--- config.mk ---
export PLATFORM = sky130hd
export DESIGN_NAME = is_uart_rx_ctrl
export DESIGN_NICKNAME = d
export VERILOG_FILES = /design/src/rtl/is_uart_rx_ctrl.sv
export SDC_FILE = /design/constraint.sdc
export NUM_CORES = 1
export LEC_CHECK = 0
export BUFFER_PORTS_ARGS = -buffer_cell sky130_fd_sc_hd__buf_2
export CORE_MARGIN = 8
export CORE_UTILIZATION = 55
export DETAILED_ROUTE_END_ITERATION = 10
export PLACE_DENSITY = 0.83
export SKIP_CTS_REPAIR_TIMING = 1
export SLEW_MARGIN = 20
export SYNTH_ARGS = -nofsm -noshare
export SYNTH_HDL_FRONTEND = slang
export SYNTH_SLANG_ARGS = --single-unit
--- constraint.sdc ---
create_clock -name clk_i -period 1.85 [get_ports clk_i]
set_input_delay 0 -clock clk_i [delete_from_list [all_inputs] [get_ports clk_i]]
set_output_delay 0 -clock clk_i [all_outputs]
set_load 0.005 [all_outputs]
--- src/rtl/is_uart_rx_ctrl.sv ---
// rtl/is_uart_rx_ctrl.sv - UART receive sequencer: start detect, bit walk, word delivery
//
// Ports:
//   clk_i, rstn_i   clock, asynchronous active-low reset
//   uart_ce_i       oversample tick, used only while idle to look for the start edge
//   rx_ce_i         mid-bit strobe from the sample counter
//   rxd_i           raw serial line (asynchronous)
//   rxct_r_o        sample counter restart, high while idle
//   rx_data_o       received word, with frame_err_o / parity_err_o status
//   rx_valid_o      word available; cleared by rx_ready_i handshake
//   rx_ready_i      consumer accepts word
//   overrun_o       one-cycle pulse when a completed frame had to be dropped
//   busy_o          frame in progress

module is_uart_rx_ctrl #(
    parameter int DATA_W     = 8,
    parameter int PARITY_EN  = 0,
    parameter int PARITY_ODD = 0,
    parameter int STOP_BITS  = 1
) (
    input  logic              clk_i,
    input  logic              rstn_i,
    input  logic              uart_ce_i,
    input  logic              rx_ce_i,
    input  logic              rxd_i,
    output logic              rxct_r_o,
    output logic [DATA_W-1:0] rx_data_o,
    output logic              rx_valid_o,
    input  logic              rx_ready_i,
    output logic              frame_err_o,
    output logic              parity_err_o,
    output logic              overrun_o,
    output logic              busy_o
);

    typedef enum logic [2:0] {
        S_IDLE,
        S_START,
        S_DATA,
        S_PARITY,
        S_STOP,
        S_DONE
    } state_t;

    state_t            state;
    logic              rxd_m;
    logic              rxd_s;
    logic [DATA_W-1:0] shreg;
    logic [3:0]        bit_cnt;
    logic              ferr;
    logic              perr;

    localparam logic PAR_ODD = (PARITY_ODD != 0);

    // Line idles high, so the synchronizer resets to 1 to avoid a false start.
    always_ff @(posedge clk_i or negedge rstn_i) begin
        if (!rstn_i) begin
            rxd_m <= 1'b1;
            rxd_s <= 1'b1;
        end else begin
            rxd_m <= rxd_i;
            rxd_s <= rxd_m;
        end
    end

    assign rxct_r_o = (state == S_IDLE);
    assign busy_o   = (state != S_IDLE);

    always_ff @(posedge clk_i or negedge rstn_i) begin
        if (!rstn_i) begin
            state        <= S_IDLE;
            shreg        <= '0;
            bit_cnt      <= '0;
            ferr         <= 1'b0;
            perr         <= 1'b0;
            rx_data_o    <= '0;
            rx_valid_o   <= 1'b0;
            frame_err_o  <= 1'b0;
            parity_err_o <= 1'b0;
            overrun_o    <= 1'b0;
        end else begin
            overrun_o <= 1'b0;
            // Handshake clear; a DONE reload below overrides it in the same cycle.
            if (rx_valid_o && rx_ready_i) begin
                rx_valid_o <= 1'b0;
            end

            case (state)
                S_IDLE: begin
                    if (uart_ce_i && !rxd_s) begin
                        state <= S_START;
                    end
                end
                S_START: begin
                    if (rx_ce_i) begin
                        if (!rxd_s) begin
                            state   <= S_DATA;
                            bit_cnt <= '0;
                            ferr    <= 1'b0;
                            perr    <= 1'b0;
                        end else begin
                            state <= S_IDLE;
                        end
                    end
                end
                S_DATA: begin
                    if (rx_ce_i) begin
                        // LSB arrives first; shifting in at the top leaves it at bit 0.
                        shreg <= {rxd_s, shreg[DATA_W-1:1]};
                        if (bit_cnt == 4'(DATA_W - 1)) begin
                            bit_cnt <= '0;
                            state   <= (PARITY_EN != 0) ? S_PARITY : S_STOP;
                        end else begin
                            bit_cnt <= bit_cnt + 4'd1;
                        end
                    end
                end
                S_PARITY: begin
                    if (rx_ce_i) begin
                        perr  <= (^shreg) ^ rxd_s ^ PAR_ODD;
                        state <= S_STOP;
                    end
                end
                S_STOP: begin
                    if (rx_ce_i) begin
                        ferr <= ferr | !rxd_s;
                        if (bit_cnt == 4'(STOP_BITS - 1)) begin
                            state <= S_DONE;
                        end else begin
                            bit_cnt <= bit_cnt + 4'd1;
                        end
                    end
                end
                S_DONE: begin
                    if (!rx_valid_o || rx_ready_i) begin
                        rx_data_o    <= shreg;
                        frame_err_o  <= ferr;
                        parity_err_o <= perr;
                        rx_valid_o   <= 1'b1;
                    end else begin
                        overrun_o <= 1'b1;
                    end
                    state <= S_IDLE;
                end
                default: state <= S_IDLE;
            endcase
        end
    end

endmodule

Word level (Yosys, flattened, before mapping)
Index checks and enable logic that the tools add are counted.
W data, S select, Z words.

storage, ports and cells
  flip-flop bits (word level) = 31
  output and inout bits = 14
  word-level logic and storage cells = 75

operators by class
  add/subtract/negate cells = 1
  equal/unequal tests = 15
  multiplexer cells = 27
  bitwise operators = 2
  reduce and logical (&&, ||, !) cells = 18

operators with widths
  operator               count
  $mux W4                6
  $mux W3                7
  $ne A2 B2 Y1 const B   8
  $pmux W3 S5            1
  $pmux W4 S3            1
  $mux W1                9
  $reduce_and A4 Y1      2
  $reduce_xor A8 Y1      1
  $reduce_and A7 Y1      1
  $eq A3 B2 Y1 const B   2
  $eq A3 B3 Y1 const B   2
  $reduce_and A6 Y1      1
  $reduce_bool A3 Y1     2
  $add A4 B1 Y4 const B  1
  $eq A4 B3 Y1 const B   1
  $logic_not A4 Y1       1
  $pmux W1 S2            2
  $reduce_and A2 Y1      2
  $reduce_bool A2 Y1     2
  $eq A3 B1 Y1 const B   1
  $logic_not A3 Y1       1
  $logic_and A1 B1 Y1    2
  $logic_not A1 Y1       2
  $mux W2                1
  4 further kinds        4

Longest topological paths before layout
  depth after elaboration = 4
  gate-level depth with buffers = 6
  mapped depth without buffers = 6

Worst setup path before layout
No wires, ideal clock.

  path kind = reg2reg
  from = register state[1]
  to = register state[0]
  library setup time = 125 ps
  arrival time = 1499 ps
  required time = 1725 ps
  path slack = 226 ps
  stages on the path, launching flop included = 7
  cell sequence = dfrtp_1 buf_2 or3_1 inv_2 a21oi_1 o211ai_1 mux2_2

on the way
  word-level cells in the longest chain between the ends = 3
  elaborated cells between the ends (all ways) = 14
  those cells by class = eq/ne (11); mux (1); reduce/logical (2)

ends and longest elaborated chain
  item                                RTL line  text
  start: declaration                  45        state_t state;
  start signal: assignment            112       state <= (PARITY_EN != 0) ? S_PARITY : S_STOP;
  $logic_not A3 Y1 *                  n/a
  via rxct_r_o                        26        output logic rxct_r_o,
  $ne A2 B1 Y1 (no source line)       n/a
  $reduce_and A7 Y1 (no source line)  n/a

The timed path passes the listed nets; every way through them passes the cells marked *.
A chain may end at the register's enable or synchronous reset.

Worst setup path after layout
  from = register state[1]
  to = register bit_cnt[3]

on the way
  word-level cells in the longest chain between the ends = 3
  elaborated cells between the ends (all ways) = 11
  those cells by class = eq/ne (8); mux (1); reduce/logical (2)

ends and longest elaborated chain
  item                                                                 RTL line  text
  $eq A3 B3 Y1, or another cell as far along                           88        case (state)
  $ne A2 B2 Y1 (no source line) or $reduce_bool A3 Y1 (tied branches)  n/a
  $reduce_and A6 Y1 (no source line)                                   n/a
  end signal: assignment                                               114       bit_cnt <= bit_cnt + 4'd1;
  end signal: assignment                                               130       bit_cnt <= bit_cnt + 4'd1;
  end: declaration                                                     49        logic [3:0] bit_cnt;

Several ways; a longest one is shown, not always the timed one.

==> key figures <==
Timing
  – Setup TNS: 0 ns
  – Achievable Freq: 581 MHz
  – Final hold vios: 0
  – Max-slew violations: 0
  – Clk_skew: 0.00502 ns
  – Tcrit/Tclk final: between 90% and 100%
  – Final worst slack: ~0.13 ns
  – RSZ-0062 raised after global routing: false
  – Transition time of the tightest slew-check pin: between 0.6 and 0.7 ns
  – Tmin final: between 1.5 and 2 ns
  – Max-slew headroom: between 50 and 60%
  – Final setup viols: 0

Critical path
  – Critical path data arrival time: 1.96 ns
  – Crit path max fanout: 11
  – Crit start category: flip-flop
  – CP Capture Type: flip-flop
  – Kind of critical path: reg2reg
  – CP required: about 2.1 ns

Layout
  – Nets: ~160
  – Finished layout cell area: 1670 µm²
  – Filler Cells Inserted: slightly above 200
  – Reg area: about 780 µm²
  – N_diodes: 0
  – Final core occ: 67.2%
  – Area grow syn2layout: 16.3%
  – Area taken by multi-input logic gates: ~620 µm²
  – Share of cells above drive strength 1: between 30% and 40%

Power
  – Internal power: between 1 and 1.5 mW
  – Maximum VDD drop: between 1 and 1.5 mV
  – Switching pwr: a little under 0.8 mW
  – Pwr dens: approximately 1400 nW/µm²
  – Clock group share of total power: ~20%
  – Gate power share: between 30% and 40%
  – Leakage: about 0.81 nW
  – Sw Share: 34.4%
  – Sequential share of power: a little over two fifths

Route
  – Via density: ~5.5
  – Routed wire length: 2.60 mm
  – WL per Instance: ~14 µm
  – Vias: 998
  – Drt initial violations: 43
  – DR pass1 iterations: 4
  – Drt drc: 0
  – Detail Route Antenna Nets: 0

Place
  – Port-buffer cells: 19
  – Pre-CTS WS: approximately 0.12 ns
  – Dpl cell area: 1560 µm²
  – Hpwl dp: 1.86 mm
  – Final Wtd Congestion: around 0.9

Die
  – Core box area: 2480 µm²
  – Die area: approximately 4500 µm²
  – Site Rows: 18
  – Num ports: 20
  – Effective utilization at floorplan: roughly 58%
  – Die Y-Extent: about 67 µm
  – Die X: about 67 µm

Worst hold path
  – Hold Path Class: in2reg

Job
  – Max_cap viols: 0

Global routing
  – Total grt overflow: 0
  – First-pass GRT wire length: approximately 4.5 mm
  – Initial antenna violation count: 0
  – Largest net degree at the start of global routing: 32
  – Vias in the first global route: ~1.0k
  – Total GRT Usage: 13.5%

Synthesis
  – Post-Synthesis Cells: around 120
  – Seq/Total Area, Yosys: around 54%
  – Cell Area, Synth: 1430 µm²
  – Synth Warn #: 0
  – Top_reg_cell synth: dfrtp_1
  – Synthesized area per cell: 11.5 µm²
  – Asr flop ratio synth: 100%
  – Yosys reg bits: 31
  – Syn nets: 132
  – Synth cell types: 28
  – EDFF count, synth: 0

Clock network
  – Root Buffer: clkbuf_4
  – Htree depth: 2
  – Worst-Skew Late Latency: 0.32 ns
  – Clock tree buffer depth: 2
  – Num CTS Buffers: 5
  – CTS tree: yes
  – Clock-pin transition on the worst setup and hold timing paths: approximately 0.10 ns
  – Sink Count: 31

Status
  – Status: complete, no violations
-- cell type report --
type	instances	area share (%)
clock buffer	7	3.91
clock inverter	1	0.451
inverter	5	1.13
multi-input combinational	84	37.0
sequential	31	46.9
tap	30	2.25
timing repair buffer	24	8.41
-- layout by cell type, fill, tap and decap left out, drive strengths merged, types with 3 or more instances in the layout --
master	netlist	routed
inv	5	5
clkbuf	1	7
a21oi	5	5
nand2b	4	4
buf	3	21
o21ai	7	7
dfrtp	29	29
nand3	3	3
dlygate4sd3	0	3
mux2	19	19
nor2	9	9
nor2b	3	3
xnor2	7	7
nand2	9	9
-- cell usage after synthesis (2+ instances only) --
library cell / instances / share of area [%]
a22o_1: 2 / 1.2
mux2_2: 19 / 15
ha_1: 2 / 1.7
or3_1: 2 / 0.87
dfstp_2: 2 / 3.7
nor2_1: 9 / 2.4
nand3_1: 3 / 1.0
o31ai_2: 2 / 1.7
inv_2: 2 / 0.52
nand3b_1: 2 / 1.0
nand2_1: 9 / 2.4
nor2b_1: 3 / 1.3
dfrtp_1: 29 / 51
inv_1: 3 / 0.79
o21ai_0: 6 / 2.1
buf_2: 3 / 1.0
a21oi_1: 5 / 1.7
nand2b_1: 4 / 1.7
xnor2_1: 7 / 4.3
and3_1: 2 / 0.87
-- path summary, 6_finish.rpt --
kind                           from    endpoint  slack (ns)  depth (start not counted)
max in group asynchronous    rstn_i    state[1]        1.14                          2
setup reg to reg           state[1]  bit_cnt[3]        0.13                          5
hold / removal              rx_ce_i    state[2]        0.02                          3
min in group asynchronous    rstn_i  rx_valid_o        0.24                          2
hold reg to reg               rxd_m       rxd_s        0.36                          0
setup / recovery           state[1]  bit_cnt[3]        0.13                          5
-- per-stage QoR --
stage	power, mW	hold WS, ns	std cells
after floorplan	1.59	-0.296	124
after global placement	1.80	0.0650	171
after detailed placement	1.84	0.0792	171
after CTS	2.30	-0.282	179
after global routing	2.46	0.00515	182
final	2.28	0.0196	182
-- layer usage --
| layer | vias to the layer above | share of wire, % | track usage (%) |
|---|---|---|---|
| li1 | 481 | - | - |
| met1 | 498 | 43 | 14.3 |
| met2 | 17 | 52 | 22.2 |
| met3 | 2 | 3.6 | 6.21 |
| met4 | 0 | 0.58 | 6.27 |
| met5 | - | 0 | 0 |
-- registers in the layout, summed over array words and instances (netlist names), 3 cells and up --
signal     flops
bit_cnt        4
shreg          8
state          3
rx_data_o      8
-- power by group through the flow --
stage,logic [mW],clock network [mW],registers (mW)
floorplan,0.629,0,0.965
global placement,0.815,0,0.987
detailed placement,0.842,0,0.997
CTS,0.849,0.471,0.984
global route,0.934,0.510,1.01
finish,0.841,0.456,0.985
-- cells by family (layout without fill, tap and decap cells) --
group	after synthesis	count (layout)	synth area share, %
mux	19	19	14.9
fa+ha+maj	2	2	1.75
xor+xnor	8	8	4.90
compound gates	19	19	9.00
flops	31	31	54.4
buf+inv	9	37	2.62
simple gates	36	36	12.4
-- worst max-delay path: stages (launching register included) --
cell	delay [ns]
dfrtp_2	0.47
nand2b_1	0.21
a211oi_2	0.27
o31ai_2	0.14
or3_1	0.38
o31ai_2	0.18
Power figures use the tool's default switching activity.
